**src/rtl/spdif_transmitter.sv**
```systemverilog
// -----------------------------------------------------------------------------
// spdif_transmitter
//   IEC 60958 consumer S/PDIF transmitter. Assembles 192-frame blocks of two
//   32-cell subframes (preamble, 24-bit audio, V/U/C/P) and biphase-mark
//   encodes them onto S_PDIF_Out. Line timing is paced by Cell_Ena, one pulse
//   per half-cell (128 half-cells per frame).
//
// Parameters
//   InputN          sample width (16..24), MSB-aligned to audio bit 27
//   Copy_Permit     channel-status bit 2
//   SampleRate_Code channel-status bits 24..27, bit 24 taken from the code MSB
//
// Ports
//   Clk           system clock
//   nReset        asynchronous active-low reset
//   Cell_Ena      one-Clk strobe per half-cell
//   Active        0: send zero audio with V=1
//   Left, Right   two's complement samples
//   Sample_Valid  latches Left/Right into the holding register
//   S_PDIF_Out    biphase-mark line
//   Frame_Start   pulse when a frame is loaded
//   Block_Start   pulse when frame 0 of a block is loaded
//   Underrun      pulse when a frame is loaded with no new sample pending
// -----------------------------------------------------------------------------
module spdif_transmitter #(
   parameter int         InputN          = 16,
   parameter logic       Copy_Permit     = 1'b1,
   parameter logic [3:0] SampleRate_Code = 4'b0100
) (
   input  logic              Clk,
   input  logic              nReset,
   input  logic              Cell_Ena,
   input  logic              Active,
   input  logic [InputN-1:0] Left,
   input  logic [InputN-1:0] Right,
   input  logic              Sample_Valid,
   output logic              S_PDIF_Out,
   output logic              Frame_Start,
   output logic              Block_Start,
   output logic              Underrun
);

   // Preamble half-cell patterns for a preceding line level of 0, first
   // half-cell in the MSB.
   localparam logic [7:0] PRE_B = 8'b11101000;
   localparam logic [7:0] PRE_M = 8'b11100010;
   localparam logic [7:0] PRE_W = 8'b11100100;

   logic [6:0]        hc_reg;        // half-cell within frame
   logic [7:0]        fc_reg;        // frame within block
   logic [InputN-1:0] hold_l_reg, hold_r_reg;
   logic [InputN-1:0] last_l_reg, last_r_reg;
   logic              pending_reg;
   logic [63:0]       frame_reg;     // {right subframe, left subframe}
   logic              ref_reg;       // line level just before current subframe

   logic              load;
   logic [InputN-1:0] sel_l, sel_r;
   logic              cs_bit;
   logic [7:0]        pat;
   logic              ref_lvl;
   logic              data_bit;
   logic              out_next;

   assign load  = Cell_Ena && (hc_reg == 7'd0);
   assign sel_l = pending_reg ? hold_l_reg : last_l_reg;
   assign sel_r = pending_reg ? hold_r_reg : last_r_reg;

   // Channel-status bit for the frame being loaded.
   always_comb begin
      cs_bit = 1'b0;
      case (fc_reg)
         8'd2:    cs_bit = Copy_Permit;
         8'd24:   cs_bit = SampleRate_Code[3];
         8'd25:   cs_bit = SampleRate_Code[2];
         8'd26:   cs_bit = SampleRate_Code[1];
         8'd27:   cs_bit = SampleRate_Code[0];
         default: cs_bit = 1'b0;
      endcase
   end

   // One subframe as bit cells 0..31; cells 0..3 are the preamble slot and
   // are never read from here.
   function automatic logic [31:0] make_word(input logic [InputN-1:0] s,
                                             input logic act, input logic c);
      logic [31:0] w;
      logic [23:0] aud;
      aud = 24'(s) << (24 - InputN);
      w = '0;
      if (act) w[27:4] = aud;
      w[28] = ~act;
      w[29] = 1'b0;
      w[30] = c;
      w[31] = ^w[30:4];
      return w;
   endfunction

   // Next line level for the half-cell starting at this Cell_Ena.
   always_comb begin
      out_next = S_PDIF_Out;
      pat      = hc_reg[6] ? PRE_W : ((fc_reg == 8'd0) ? PRE_B : PRE_M);
      // At a subframe boundary the current line level is the reference.
      ref_lvl  = (hc_reg[5:0] == 6'd0) ? S_PDIF_Out : ref_reg;
      data_bit = frame_reg[{hc_reg[6], hc_reg[5:1]}];
      if (hc_reg[5:3] == 3'd0)
         out_next = pat[~hc_reg[2:0]] ^ ref_lvl;
      else if (!hc_reg[0])
         out_next = ~S_PDIF_Out;               // transition at cell start
      else
         out_next = S_PDIF_Out ^ data_bit;     // mid-cell transition for a 1
   end

   always_ff @(posedge Clk or negedge nReset) begin
      if (!nReset) begin
         hc_reg      <= '0;
         fc_reg      <= '0;
         hold_l_reg  <= '0;
         hold_r_reg  <= '0;
         last_l_reg  <= '0;
         last_r_reg  <= '0;
         pending_reg <= 1'b0;
         frame_reg   <= '0;
         ref_reg     <= 1'b0;
         S_PDIF_Out  <= 1'b0;
         Frame_Start <= 1'b0;
         Block_Start <= 1'b0;
         Underrun    <= 1'b0;
      end else begin
         Frame_Start <= load;
         Block_Start <= load && (fc_reg == 8'd0);
         Underrun    <= load && !pending_reg;

         if (Cell_Ena) begin
            hc_reg     <= hc_reg + 7'd1;
            S_PDIF_Out <= out_next;
            if (hc_reg[5:0] == 6'd0) ref_reg <= S_PDIF_Out;
            if (hc_reg == 7'd127)
               fc_reg <= (fc_reg == 8'd191) ? 8'd0 : fc_reg + 8'd1;
         end

         if (load) begin
            frame_reg   <= {make_word(sel_r, Active, cs_bit),
                            make_word(sel_l, Active, cs_bit)};
            last_l_reg  <= sel_l;
            last_r_reg  <= sel_r;
            pending_reg <= 1'b0;
         end

         // A sample arriving with the load is kept for the next frame.
         if (Sample_Valid) begin
            hold_l_reg  <= Left;
            hold_r_reg  <= Right;
            pending_reg <= 1'b1;
         end
      end
   end

endmodule

```
**config.mk**
```make
export PLATFORM = sky130hd
export DESIGN_NAME = spdif_transmitter
export DESIGN_NICKNAME = d
export VERILOG_FILES = /design/src/rtl/spdif_transmitter.sv
export SDC_FILE = /design/constraint.sdc
export NUM_CORES = 1
export LEC_CHECK = 0
export BUFFER_PORTS_ARGS = -buffer_cell sky130_fd_sc_hd__buf_2
export CORE_MARGIN = 2
export CORE_UTILIZATION = 60
export CTS_CLUSTER_DIAMETER = 80
export DETAILED_ROUTE_END_ITERATION = 10
export PLACE_DENSITY = 0.79
export SETUP_SLACK_MARGIN = 0.5
export SLEW_MARGIN = 5
export SYNTH_ARGS = -nofsm -noshare
export SYNTH_HDL_FRONTEND = slang
export SYNTH_SLANG_ARGS = --single-unit
```
**constraint.sdc**
```tcl
create_clock -name Clk -period 7.14 [get_ports Clk]
set_clock_uncertainty 0.05 [all_clocks]
set_input_delay 0.357 -clock Clk [delete_from_list [all_inputs] [get_ports Clk]]
set_output_delay 0.357 -clock Clk [all_outputs]
set_load 0.005 [all_outputs]
```
==> run metrics <==
ANT cells 0; top cells by area, synth dfrtp_1, mux2_2, nand2_1; Max VDD drop 0.205 mV; DRT Wirelength 11800 µm; worst slew pin tran 0.935 ns; Bufs on Longest Clock Path 2; total CTS buffers 17; Post-synth EDFFs 0; number of global-route vias before repair 4170; clock slew at reported path FFs 0.06 ns; die span in y 106 µm; # rows 37; Setup crit start kind flip-flop; global-route wire length before repair 20300 µm; initial antenna violation count 0; layout cells sized above 1 29.2%; Crit-path slowest cell dfrtp_1; post-synthesis net count 580; routed vias/inst 5.48; outcome completed; GRT Total Usage 23.3%; Worst slew margin 37.7%; Synth Flop Type dfrtp_1; GP Congestion 0.888; crit-path max cell delay 0.80 ns; Syn. warnings 0; aggregate global routing overflow 0; final worst-path cycle share 46.0%; fin util 71.2%; dpl cells 682; die width 106 µm; count leader, synth dfrtp_1; synth cell count leaders dfrtp_1, mux2_2, nand2_1; Post-Syn Instances 537; maximum capacitance violations 0; port buffer count 40; Slew Viols, Final 0; TritonRoute pass-1 iters 5; share of the synthesized area in the top cell type 48.9%; Seq/Total Area, Yosys 48.9%; Fill cells 733; DPL Wire Length 7330 µm; number of synthesized register bits 121; CP Capture Type flip-flop; Synth Cell Area 0.00619 mm²; Arr. time, crit path 3.64 ns; P&R area growth vs syn 17.3%; worst hold path type in -> reg; CP Cell Sequence inv_1, ha_1, and3b_1, nand3b_1, buf_4, inv_1, and2_1, buf_4, mux2_1; largest net degree at the start of global routing 76; minimum clock period 3.28 ns; Pwr per Cell Area 380 mW/mm²; post-route setup TNS 0 ns; count of final setup violators 0; post-route ant nets 0; max reg flops 36; post_cts resized 0; critical path class reg -> reg; initial DRC count 211; critical path data required time 7.50 ns; Final Net Count 630; Mean Syn Cell Area 11.5 µm²; worst reg-to-reg setup slack 3.86 ns; maximum fanout along the worst path 74; Die Footprint 0.0111 mm²; Max Fclk 0.305 GHz; Hold Vio Cnt, Final 0; final std cells w/o fill 736; worst skew pair latency 0.53 ns; ys async rst share 100%; IO Count 41; CTS tree built; DR DRC count 0; Leak Pwr 0.00336 µW; CTS H-tree depth 4; Hold Slack 0.00867 ns; Initial Util 60.7%; RSZ-0062 raised after global routing no; Num Clock Sinks 121; area leader, netlist dfrtp_1; Core ar. 0.0102 mm²; wire per inst 16.1 µm; synth unique cells 42; vias 4034; CTS root buf clkbuf_8
[path summary, 6_finish.rpt]
path	startpoint	end	cells past startpoint
setup / recovery	hc_reg[1]$_DFFE_PN0P_	last_l_reg[15]$_DFFE_PN0P_	9
hold / removal	Right[14]	hold_r_reg[14]$_DFFE_PN0P_	2
setup reg to reg	hc_reg[1]$_DFFE_PN0P_	last_l_reg[15]$_DFFE_PN0P_	9
hold reg to reg	frame_reg[46]$_DFFE_PN0P_	frame_reg[46]$_DFFE_PN0P_	2
max in group asynchronous	nReset	pending_reg$_DFFE_PN0P_	3
min in group asynchronous	nReset	fc_reg[6]$_DFFE_PN0P_	2
[report_power, final]
group | switching (µW) | leakage, µW | total [µW] | internal [µW]
sequential | 234 | 0.00150 | 1150 | 921
combinational | 315 | 0.00156 | 744 | 429
clock | 294 | 0.000295 | 860 | 566
total | 843 | 0.00336 | 2760 | 1920
[worst max-delay path, delay by kind of cell (launching register included)]
kind	cells	cell delay [ns]
fa+ha+maj	1	0.21
buf+inv	4	1.10
flops	1	0.80
mux	1	0.35
simple gates	3	0.62
[logic make-up after synthesis]
logic type	after synthesis	synth area share [%]
compound gates	62	5.66
xor+xnor	55	7.79
fa+ha+maj	6	1.21
buf+inv	44	3.03
flops	121	48.9
mux	128	24.8
simple gates	121	8.53
[routing by layer]
layer | global-route usage, % | share of wire [%]
met3 | 5.26 | 3.0
met2 | 36.5 | 49
met4 | 9.96 | 2.0
met5 | 0 | 0
met1 | 31.6 | 46
[repair_timing]
item,CTS,global route
buffers inserted,0,0
hold buffers,22,0
endpoints found under the hold margin,67,0
[layout make-up]
cell class	count	area [µm²]	share of cell area [%]
Timing Repair Buffer	66	453	6.24
Inverter	9	33.8	0.466
Tap cell	136	170	2.35
Sequential cell	121	3030	41.7
Multi-Input combinational cell	372	2970	41.0
Clock inverter	8	118	1.62
Clock buffer	24	480	6.62
[stage by stage]
| stage | total power, µW | area, µm² | worst slack (ns) |
|---|---|---|---|
| 6_report | 2760 | 7260 | 3.86 |
| 5_1_grt | 2920 | 7260 | 3.60 |
| 4_1_cts | 2780 | 7260 | 3.85 |
| 3_5_place_dp | 1890 | 6440 | 3.89 |
| 3_3_place_gp | 1830 | 6440 | 3.98 |
| 2_1_floorplan | 1710 | 6190 | 4.88 |
[cells in the final DEF (no fill, tap or decap), drive strengths merged, types with 5 or more instances in the layout]
master	netlist	layout
xor2	28	28
nand3	9	9
buf	13	44
xnor2	27	27
dlygate4sd3	0	22
o21ai	45	45
nand2	80	80
mux4	9	9
mux2i	23	23
mux2	96	96
inv	9	9
a21oi	5	5
ha	6	6
clkbuf	22	24
nor2	11	11
dfrtp	121	121
Note: power is estimated with default switching activity, not from simulation.
